[config.mk]
export PLATFORM = sky130hd
export DESIGN_NAME = ahb2apb_apb_master
export DESIGN_NICKNAME = d
export VERILOG_FILES = /design/src/rtl/ahb2apb_pkg.sv /design/src/rtl/ahb2apb_apb_master.sv
export SDC_FILE = /design/constraint.sdc
export NUM_CORES = 1
export LEC_CHECK = 0
export ABC_AREA = 0
export ABC_CLOCK_PERIOD_IN_PS = 2200
export CELL_PAD_IN_SITES_DETAIL_PLACEMENT = 2
export CELL_PAD_IN_SITES_GLOBAL_PLACEMENT = 2
export CORE_ASPECT_RATIO = 1.25
export CORE_MARGIN = 3
export CORE_UTILIZATION = 28
export CTS_BUF_LIST = sky130_fd_sc_hd__clkbuf_8
export DETAILED_ROUTE_END_ITERATION = 8
export PLACE_DENSITY = 0.9
export SYNTH_ARGS = -nofsm -noshare
export SYNTH_HDL_FRONTEND = slang
export SYNTH_SLANG_ARGS = --single-unit
[constraint.sdc]
create_clock -name clk -period 2.2 [get_ports clk]
set_clock_uncertainty 0.05 [all_clocks]
set_input_delay 0.44 -clock clk [delete_from_list [all_inputs] [get_ports clk]]
set_output_delay 0.44 -clock clk [all_outputs]
set_load 0.03 [all_outputs]
[src/rtl/ahb2apb_pkg.sv]
// Shared state type and command/response word layout for the AHB->APB bridge.
package ahb2apb_pkg;

  typedef enum logic [2:0] {
    ST_IDLE,
    ST_WAIT,
    ST_SETUP,
    ST_ACCESS,
    ST_RESP
  } apb_state_e;

  // Command word is {pwrite, paddr, pwdata}; response word is {err, rdata}.
  localparam int unsigned CMD_DATA_LSB = 0;

  function automatic int unsigned cmd_addr_lsb(input int unsigned dw);
    return dw;
  endfunction

  function automatic int unsigned cmd_wr_bit(input int unsigned aw, input int unsigned dw);
    return aw + dw;
  endfunction

  function automatic int unsigned rsp_err_bit(input int unsigned dw);
    return dw;
  endfunction

endpackage

[src/rtl/ahb2apb_apb_master.sv]
// APB-domain master: pops one command, runs SETUP/ACCESS with a PREADY timeout,
// and pushes one {err,rdata} response per transfer.
module ahb2apb_apb_master
  import ahb2apb_pkg::*;
#(
  parameter int unsigned AW   = 16,
  parameter int unsigned DW   = 32,
  parameter int unsigned TO_W = 8
) (
  input  logic            clk,
  input  logic            rst_n,
  input  logic            cmd_empty_i,
  input  logic [AW+DW:0]  cmd_rdata_i,
  output logic            cmd_rfifo_o,
  input  logic            rsp_full_i,
  output logic            rsp_wfifo_o,
  output logic [DW:0]     rsp_wdata_o,
  output logic [AW-1:0]   paddr_o,
  output logic            pwrite_o,
  output logic [DW-1:0]   pwdata_o,
  output logic            psel_o,
  output logic            penable_o,
  input  logic [DW-1:0]   prdata_i,
  input  logic            pready_i,
  input  logic            pslverr_i,
  output logic            busy_o
);

  localparam int unsigned     CMD_ADDR_LSB = cmd_addr_lsb(DW);
  localparam int unsigned     CMD_WR_BIT   = cmd_wr_bit(AW, DW);
  localparam int unsigned     RSP_ERR_BIT  = rsp_err_bit(DW);
  localparam logic [TO_W-1:0] TO_MAX       = '1;
  localparam logic [TO_W-1:0] TO_LAST      = TO_MAX - TO_W'(1);

  apb_state_e      state_q, state_d;
  logic [AW-1:0]   paddr_q, paddr_d;
  logic            pwrite_q, pwrite_d;
  logic [DW-1:0]   pwdata_q, pwdata_d;
  logic [TO_W-1:0] cnt_q, cnt_d;
  logic [DW:0]     rsp_q, rsp_d;
  logic            psel_q, psel_d;
  logic            penable_q, penable_d;
  logic            pop_q, pop_d;
  logic            busy_q, busy_d;
  logic            push_c;

  // Next-state, capture, timeout and response logic.
  always_comb begin
    state_d  = state_q;
    paddr_d  = paddr_q;
    pwrite_d = pwrite_q;
    pwdata_d = pwdata_q;
    cnt_d    = cnt_q;
    rsp_d    = rsp_q;
    push_c   = 1'b0;

    case (state_q)
      ST_IDLE: begin
        if (!cmd_empty_i) state_d = ST_WAIT;
      end
      ST_WAIT: begin
        paddr_d  = cmd_rdata_i[CMD_ADDR_LSB +: AW];
        pwrite_d = cmd_rdata_i[CMD_WR_BIT];
        pwdata_d = cmd_rdata_i[CMD_DATA_LSB +: DW];
        cnt_d    = '0;
        state_d  = ST_SETUP;
      end
      ST_SETUP: begin
        state_d = ST_ACCESS;
      end
      ST_ACCESS: begin
        // cnt_q holds completed ACCESS cycles; TO_LAST marks the final allowed one.
        if (cnt_q != TO_MAX) cnt_d = cnt_q + TO_W'(1);
        if (pready_i) begin
          rsp_d[RSP_ERR_BIT] = pslverr_i;
          rsp_d[DW-1:0]      = pwrite_q ? '0 : prdata_i;
          state_d            = ST_RESP;
        end else if (cnt_q == TO_LAST) begin
          rsp_d              = '0;
          rsp_d[RSP_ERR_BIT] = 1'b1;
          state_d            = ST_RESP;
        end
      end
      ST_RESP: begin
        // Push is qualified by the live full flag so it never lands on a full FIFO.
        if (!rsp_full_i) begin
          push_c  = 1'b1;
          state_d = ST_IDLE;
        end
      end
      default: state_d = ST_IDLE;
    endcase

    psel_d    = (state_d == ST_SETUP) || (state_d == ST_ACCESS);
    penable_d = (state_d == ST_ACCESS);
    pop_d     = (state_d == ST_SETUP);
    busy_d    = (state_d != ST_IDLE);
  end

  always_ff @(posedge clk or negedge rst_n) begin
    if (!rst_n) begin
      state_q   <= ST_IDLE;
      paddr_q   <= '0;
      pwrite_q  <= 1'b0;
      pwdata_q  <= '0;
      cnt_q     <= '0;
      rsp_q     <= '0;
      psel_q    <= 1'b0;
      penable_q <= 1'b0;
      pop_q     <= 1'b0;
      busy_q    <= 1'b0;
    end else begin
      state_q   <= state_d;
      paddr_q   <= paddr_d;
      pwrite_q  <= pwrite_d;
      pwdata_q  <= pwdata_d;
      cnt_q     <= cnt_d;
      rsp_q     <= rsp_d;
      psel_q    <= psel_d;
      penable_q <= penable_d;
      pop_q     <= pop_d;
      busy_q    <= busy_d;
    end
  end

  assign cmd_rfifo_o = pop_q;
  assign rsp_wfifo_o = push_c;
  assign rsp_wdata_o = rsp_q;
  assign paddr_o     = paddr_q;
  assign pwrite_o    = pwrite_q;
  assign pwdata_o    = pwdata_q;
  assign psel_o      = psel_q;
  assign penable_o   = penable_q;
  assign busy_o      = busy_q;

endmodule

---- Word-level counts from Yosys, hierarchy flattened ----
Cells that the tools add are included.
storage, ports and cells
  flip-flop bits (word level) ............. 97
  bits of input ports ..................... 87
  output and inout bits ................... 87
  word-level logic and storage cells ...... 39
operators by class
  add/sub/neg operators ................... 1
  eq/ne operators ......................... 9
  muxes and demuxes ....................... 12
  reduce and logical (&&, ||, !) cells .... 7
operators by type and width
  operator               number
  $mux W33               2
  $mux W32               1
  $pmux W8 S2            1
  $pmux W3 S5            1
  $eq A3 B2 Y1 const B   4
  $mux W3                4
  $add A8 B1 Y8 const B  1
  $eq A8 B8 Y1 const B   1
  $mux W8                1
  $ne A8 B8 Y1 const B   1
  $reduce_and A2 Y1      2
  $reduce_bool A2 Y1     2
  $eq A3 B1 Y1 const B   1
  $eq A3 B3 Y1 const B   1
  $logic_not A3 Y1       1
  $reduce_bool A3 Y1     1
  $mux W1                2
  $ne A2 B2 Y1 const B   1
  $logic_or A1 B1 Y1     1

---- Depth between registers and ports, before layout ----
Gate-level depths: netlist of the first run.
  word-level depth ........................ 6
  depth in mapped cells ................... 6
  mapped depth without buffers ............ 5

---- Least setup slack after synthesis of the first run ----
Ideal clock, no wire load.
  path type ............................... register -> output
  start point ............................. reg state_q[1]
  end point ............................... out rsp_wfifo_o
  data arrival time ....................... 1687 ps
  required time ........................... 1710 ps
  slack ................................... 23 ps
  cell stages (with the launch flop) ...... 4
  buffers on the path ..................... 2
  path through ............................ dfrtp_1 -> clkbuf_2 -> clkbuf_1 -> nor4_1
between the ends
  cells in the longest elaborated chain, start to end .. 2
ends and longest elaborated chain
  what                    line                       RTL
  start, declared         ahb2apb_apb_master.sv:35   apb_state_e state_q, state_d;
  start signal, assigned  ahb2apb_apb_master.sv:113  state_q <= state_d;
  $eq A3 B3 Y1            ahb2apb_apb_master.sv:57   case (state_q)
  $mux W1                 ahb2apb_apb_master.sv:57
  end, declared           ahb2apb_apb_master.sv:16   output logic rsp_wfifo_o,
Every way passes these cells.

---- Worst setup path after layout of the first run ----
  start point ............................. reg state_q[2]
  end point ............................... out rsp_wfifo_o
Same word-level chain as after synthesis.

==> impl_metrics.json, run 1 <==
{
  "min_from": "pwdata_o[9]",
  "cts_max_path_buffers": 2,
  "synth_flop_cell": "dfrtp_1",
  "grt.total_usage_pct": 17.18,
  "yosys-top-cells-count": "dfrtp_1 (97), mux2_2 (43), inv_1 (38)",
  "cts_tree": "done",
  "min_path_type": "flip-flop to flip-flop",
  "fp.dieW_um": 117.1,
  "ys_types": 48,
  "synth_area_leaders": "dfrtp_1 (56%), mux2_2 (11%), a32oi_1 (6.5%), o21ai_2 (5.9%), inv_1 (3.3%)",
  "rsz0062_at_grt": "false",
  "cts_buffers": 9,
  "r2r-start": "cnt_q[0]",
  "yosys.area.top_type": "dfrtp_1",
  "ys_ff_latch": 97,
  "wl_per_cell_um": 19.87,
  "drv_cap": 0,
  "hold_end": "pwdata_o[9]",
  "clkSinkCount": 97,
  "syn_inst": 339,
  "viasPerCell": 4.736,
  "r2r_slack_ps": 400,
  "synth-seq-area-share_pct": 56.20,
  "clk_latency_ps": 370,
  "syn_nets": 428,
  "start_util_pct": 28.65,
  "grt_overflow": 0,
  "setup_viol": 0,
  "regToRegEndpoint": "rsp_wdata_o[1]",
  "worst_ep_arrival_time_ps": 1530,
  "io_pins": 174,
  "yosysTopAreaCellShare_pct": 56.20,
  "final_nets": 599,
  "grt_pass1_vias": 3932,
  "slew_violations": 0,
  "die_y_um": 144.9,
  "clk_pin_slew_ps": 90,
  "period_minus_slack_ps": 2020,
  "yosysMostFrequentCell": "dfrtp_1",
  "wl_um": 14370,
  "setup_ws_ps": 179.7,
  "syn_area_sq_um": 4319,
  "ant_nets": 0,
  "fin_hold_ws_ps": 447.7,
  "hold_viol": 0,
  "yosysWarnings": 0,
  "crit_path_end_kind": "output port",
  "worstSetupPathType": "flip-flop to output port",
  "vias": 3424,
  "dp_hpwl_um": 10990,
  "firstDrtPassIters": 4,
  "async_flop_share_pct": 100.0,
  "insertedDiodeCount": 0,
  "clock.fmax_ghz": 0.4950,
  "crit_fanout": 12,
  "grt_pass1_wl_um": 21930,
  "row_count": 50,
  "drc_errors": 0,
  "die_area_sq_um": 16960,
  "status": "complete, no violations",
  "io_buffers": 173,
  "antenna_found_initial": 0,
  "ir_drop_v": 0.0005945,
  "drtIter0Drc": 96,
  "slew_headroom_pct": 63.94,
  "drive_gt1_share_pct": 20.58,
  "worst_pin_slew_ps": 540.9,
  "p_per_area_nw_per_um2": 1620,
  "startpoint_type": "flip-flop",
  "hold_depth": 1,
  "ctsResizeCount": 0,
  "required_ps": 1710,
  "h-tree-depth": 3,
  "period_share_pct": 91.83,
  "r2r_cells": 6,
  "syn_area_per_cell_sq_um": 12.74,
  "clockRootBuffer": "clkbuf_8",
  "p_leak_uw": 0.002666,
  "synth_edf_count": 0,
  "syn_to_final_growth_pct": 49.22,
  "grt_max_degree": 56,
  "final.setup.tns_ps": 0,
  "gp_congestion": 0.7826,
  "core_sq_um": 15080,
  "dp_slack_ps": 328.3
}
[flip-flops by register name, summed over array words and instances, names as in the netlist]
name / cells
rsp_wdata_o: 33
pwdata_o: 32
paddr_o: 16
cnt_q: 8
state_q: 3
busy_o: 1
cmd_rfifo_o: 1
penable_o: 1
psel_o: 1
pwrite_o: 1
[layout make-up]
cell class                      instances  area (sq um)
Fill cell                            1526          8632
Sequential cell                        97          2427
Timing Repair Buffer                  185          1857
Multi-Input combinational cell        179          1570
Tap cell                              208         260.3
Inverter                               38         142.6
Clock buffer                            9         123.9
Clock inverter                          7         63.81
[worst max-delay path: stages (launching register included)]
cell     delay, ps
dfrtp_1        560
inv_1          120
nor4_1         270
buf_4          220
[power by group]
group | leakage [uW] | switching, uW | internal [uW]
Sequential | 0.00112 | 615 | 2630
Clock | 0.000107 | 630 | 519
Combinational | 0.00143 | 3430 | 2620
[through the flow]
stage               util, %  power (uW)  area [sq um]  instances
CTS                   42.75       10640          6445        723
detailed placement    41.44        9440          6247        706
global placement      41.44        9057          6247        706
global route          42.75       11110          6445        723
floorplan                 -        6921          4319        339
finish                42.75       10440          6445        723
[logic make-up (layout without fill, tap and decap cells)]
kind of cell	count (synthesis)	after routing	share of synthesized area, %
adders and majority gates	2	2	0.5793
and+or+nand+nor	35	35	5.099
muxes	48	48	12.51
DFF	97	97	56.20
buffers and inverters	63	239	7.561
AOI/OAI and AO/OA	94	94	18.05
[how the worst max path moves through the flow]
stage	to	slack [ps]	cells past startpoint	start
floorplan	rsp_wfifo_o	20	3	state_q[1]
global placement	rsp_wfifo_o	380	3	rsp_full_i
detailed placement	rsp_wdata_o[1]	330	5	pready_i
CTS	rsp_wfifo_o	130	3	state_q[2]
global route	rsp_wfifo_o	30	3	state_q[2]
finish	rsp_wfifo_o	180	3	state_q[2]
[routing by layer]
layer,track usage [%],vias up,wire (um),part of all wire [%]
met5,0,-,0,0
met4,6.461,0,301,2.1
met3,2.579,19,508,3.5
met2,33.65,89,8358,58
met1,18.12,1748,5197,36
li1,-,1568,-,-
[cells in the final DEF (no fill, tap or decap), types with 3 or more instances in the layout]
cell | netlist | final
clkbuf_8 | 0 | 9
a211oi_1 | 4 | 4
mux2_2 | 43 | 43
buf_4 | 4 | 10
o21ai_2 | 29 | 29
a21oi_1 | 5 | 5
a41oi_1 | 3 | 3
inv_1 | 38 | 41
buf_12 | 0 | 3
mux2_1 | 5 | 5
nor3_1 | 4 | 4
a31oi_1 | 4 | 4
o21ai_0 | 5 | 5
dfrtp_1 | 97 | 97
nand2_1 | 7 | 7
clkdlybuf4s50_1 | 0 | 171
a32oi_1 | 32 | 32
[repair_timing]
item                                   in CTS  in global routing
buffers inserted                            0                  0
hold buffers                                1                  0
endpoints found under the hold margin      34                  0
Note: power is estimated with default switching activity, not from simulation.
==> run 2: changes to the inputs <==
--- a/config.mk
+++ b/config.mk
@@ -14,7 +14,7 @@
 export CORE_UTILIZATION = 28
 export CTS_BUF_LIST = sky130_fd_sc_hd__clkbuf_8
 export DETAILED_ROUTE_END_ITERATION = 8
-export PLACE_DENSITY = 0.9
+export PLACE_DENSITY_LB_ADDON = 0.1
 export SYNTH_ARGS = -nofsm -noshare
 export SYNTH_HDL_FRONTEND = slang
 export SYNTH_SLANG_ARGS = --single-unit
==> impl_metrics.json, run 2 (synthesis results as in run 1) <==
{
  "status": "complete, no violations",
  "endpoint": "rsp_wfifo_o",
  "clock.fmax_ghz": 0.5052,
  "ant_nets": 0,
  "grt_overflow": 0,
  "layout_common_cells": "clkdlybuf4s50_1 (171), dfrtp_1 (96), mux2_2 (43), inv_1 (39), a32oi_1 (32)",
  "setup_viol": 0,
  "largest_reg_flops": 33,
  "gp_congestion": 0.7407,
  "clk_latency_ps": 380,
  "io_buffers": 173,
  "critPathSlowestCell": "dfrtp_1",
  "die_area_sq_um": 16960,
  "r2r-start": "cnt_q[0]",
  "min_path_type": "flip-flop to flip-flop",
  "worst_pin_slew_ps": 732.8,
  "slew_headroom_pct": 51.09,
  "slew_violations": 0,
  "rsz0062_at_grt": "false",
  "drtIter0Drc": 151,
  "clkSinkCount": 97,
  "grt.total_usage_pct": 16.42,
  "dp_hpwl_um": 10050,
  "fp.dieW_um": 117.1,
  "crit_chain": "nor4_1 > buf_4",
  "final_common_cell": "clkdlybuf4s50_1",
  "cts_max_path_buffers": 2,
  "r2r_slack_ps": 420,
  "worstSetupPathType": "flip-flop to output port",
  "final.setup.tns_ps": 0,
  "die_y_um": 144.9,
  "crit_path_end_kind": "output port",
  "wl_um": 13580,
  "row_count": 50,
  "p_leak_uw": 0.002670,
  "drc_errors": 0,
  "viasPerCell": 4.717,
  "final_cells": 724,
  "cts_tree": "done",
  "insertedDiodeCount": 0,
  "drive_gt1_share_pct": 21.32,
  "hold_viol": 0,
  "final_nets": 600,
  "regToRegEndpoint": "rsp_wdata_o[0]",
  "post_cts.repair.setup_buffers": 0,
  "clockRootBuffer": "clkbuf_8",
  "grt_max_degree": 56,
  "startpoint_type": "flip-flop",
  "firstDrtPassIters": 4,
  "h-tree-depth": 3,
  "clk_pin_slew_ps": 100,
  "grt_pass1_vias": 3860,
  "p_per_area_nw_per_um2": 1616,
  "r2r_cells": 6,
  "worst_ep_arrival_time_ps": 1490,
  "required_ps": 1710,
  "drv_cap": 0,
  "start_util_pct": 28.65,
  "period_minus_slack_ps": 1980,
  "design_power_total_uw": 10450,
  "grt_pass1_wl_um": 21220,
  "wl_per_cell_um": 18.75,
  "design_area_sq_um": 6469,
  "period_share_pct": 89.98,
  "crit_fanout": 11,
  "io_pins": 174,
  "cts_buffers": 9,
  "antenna_found_initial": 0,
  "ir_drop_v": 0.0007917,
  "dp.cells": 707,
  "core_sq_um": 15080,
  "syn_to_final_growth_pct": 49.77,
  "min_from": "pwdata_o[10]",
  "startpoint": "state_q[1]",
  "cpPeakStageDelay_ps": 520,
  "placed_cell_area_sq_um": 6255,
  "vias": 3415
}
==> run 2: changes by cell type in the layout (fill, tap and decap cells not counted), sizes merged <==
cell,change
buf,+1
clkbuf,+1
inv,-1
==> run 2: what timing repair did <==
item                                    in CTS  in global routing
hold buffers                                 1                  0
gates resized for setup                      0                  1
endpoints found under the hold margin       32                  0
endpoints found under the setup margin       0                  1
==> run 2: routing by layer <==
| layer | track usage, % | vias to the layer above | wire [um] |
|---|---|---|---|
| li1 | - | 1574 | - |
| met1 | 19.37 | 1738 | 5360 |
| met2 | 29.55 | 86 | 7422 |
| met3 | 3.161 | 17 | 554 |
| met4 | 5.676 | 0 | 240 |
| met5 | 0 | - | 0 |
==> run 2: worst max-delay path, delay by kind of cell, from the launching register on <==
kind                   cells  cell delay [ps]
flip-flops                 1              520
AND/OR/NAND/NOR            1              370
buffers and inverters      1              220
==> run 2: stage by stage <==
step	util, %	hold slack [ps]	setup slack, ps
final	42.90	447.2	220.5
after detailed placement	41.49	385.4	332.9
after CTS	42.90	452.8	56.14
after floorplan	-	94.41	22.66
after global routing	42.90	474.8	49.43
after global placement	41.49	388.2	411.2
==> run 2: layout make-up <==
type | count | area, sq um
fill | 1562 | 8608
sequential | 97 | 2429
timing repair buffer | 186 | 1864
multi-input combinational | 179 | 1570
tap | 208 | 260.3
inverter | 38 | 142.6
clock buffer | 10 | 137.6
clock inverter | 6 | 65.06
==> run 2: worst min path at each step <==
stage / to / slack [ps] / cells past startpoint
after global routing: pwdata_o[9] / 470 / 1
after CTS: pwdata_o[10] / 450 / 1
after global placement: pwdata_o[1] / 390 / 1
after detailed placement: pwdata_o[1] / 390 / 1
after floorplan: busy_o / 90 / 0
final: pwdata_o[10] / 450 / 1
==> run 2: power by group <==
group	leakage (uW)	switching, uW	internal [uW]
registers	0.00112	565	2630
clock network	0.000108	679	562
logic	0.00144	3390	2630
total	0.00267	4640	5820
==> run 3: changes to the inputs <==
--- a/config.mk
+++ b/config.mk
@@ -18,3 +18,4 @@
 export SYNTH_ARGS = -nofsm -noshare
 export SYNTH_HDL_FRONTEND = slang
 export SYNTH_SLANG_ARGS = --single-unit
+export TNS_END_PERCENT = 20
==> results of run 3 <==
No change in the layout: final DEF, timing and power equal those of run 2.
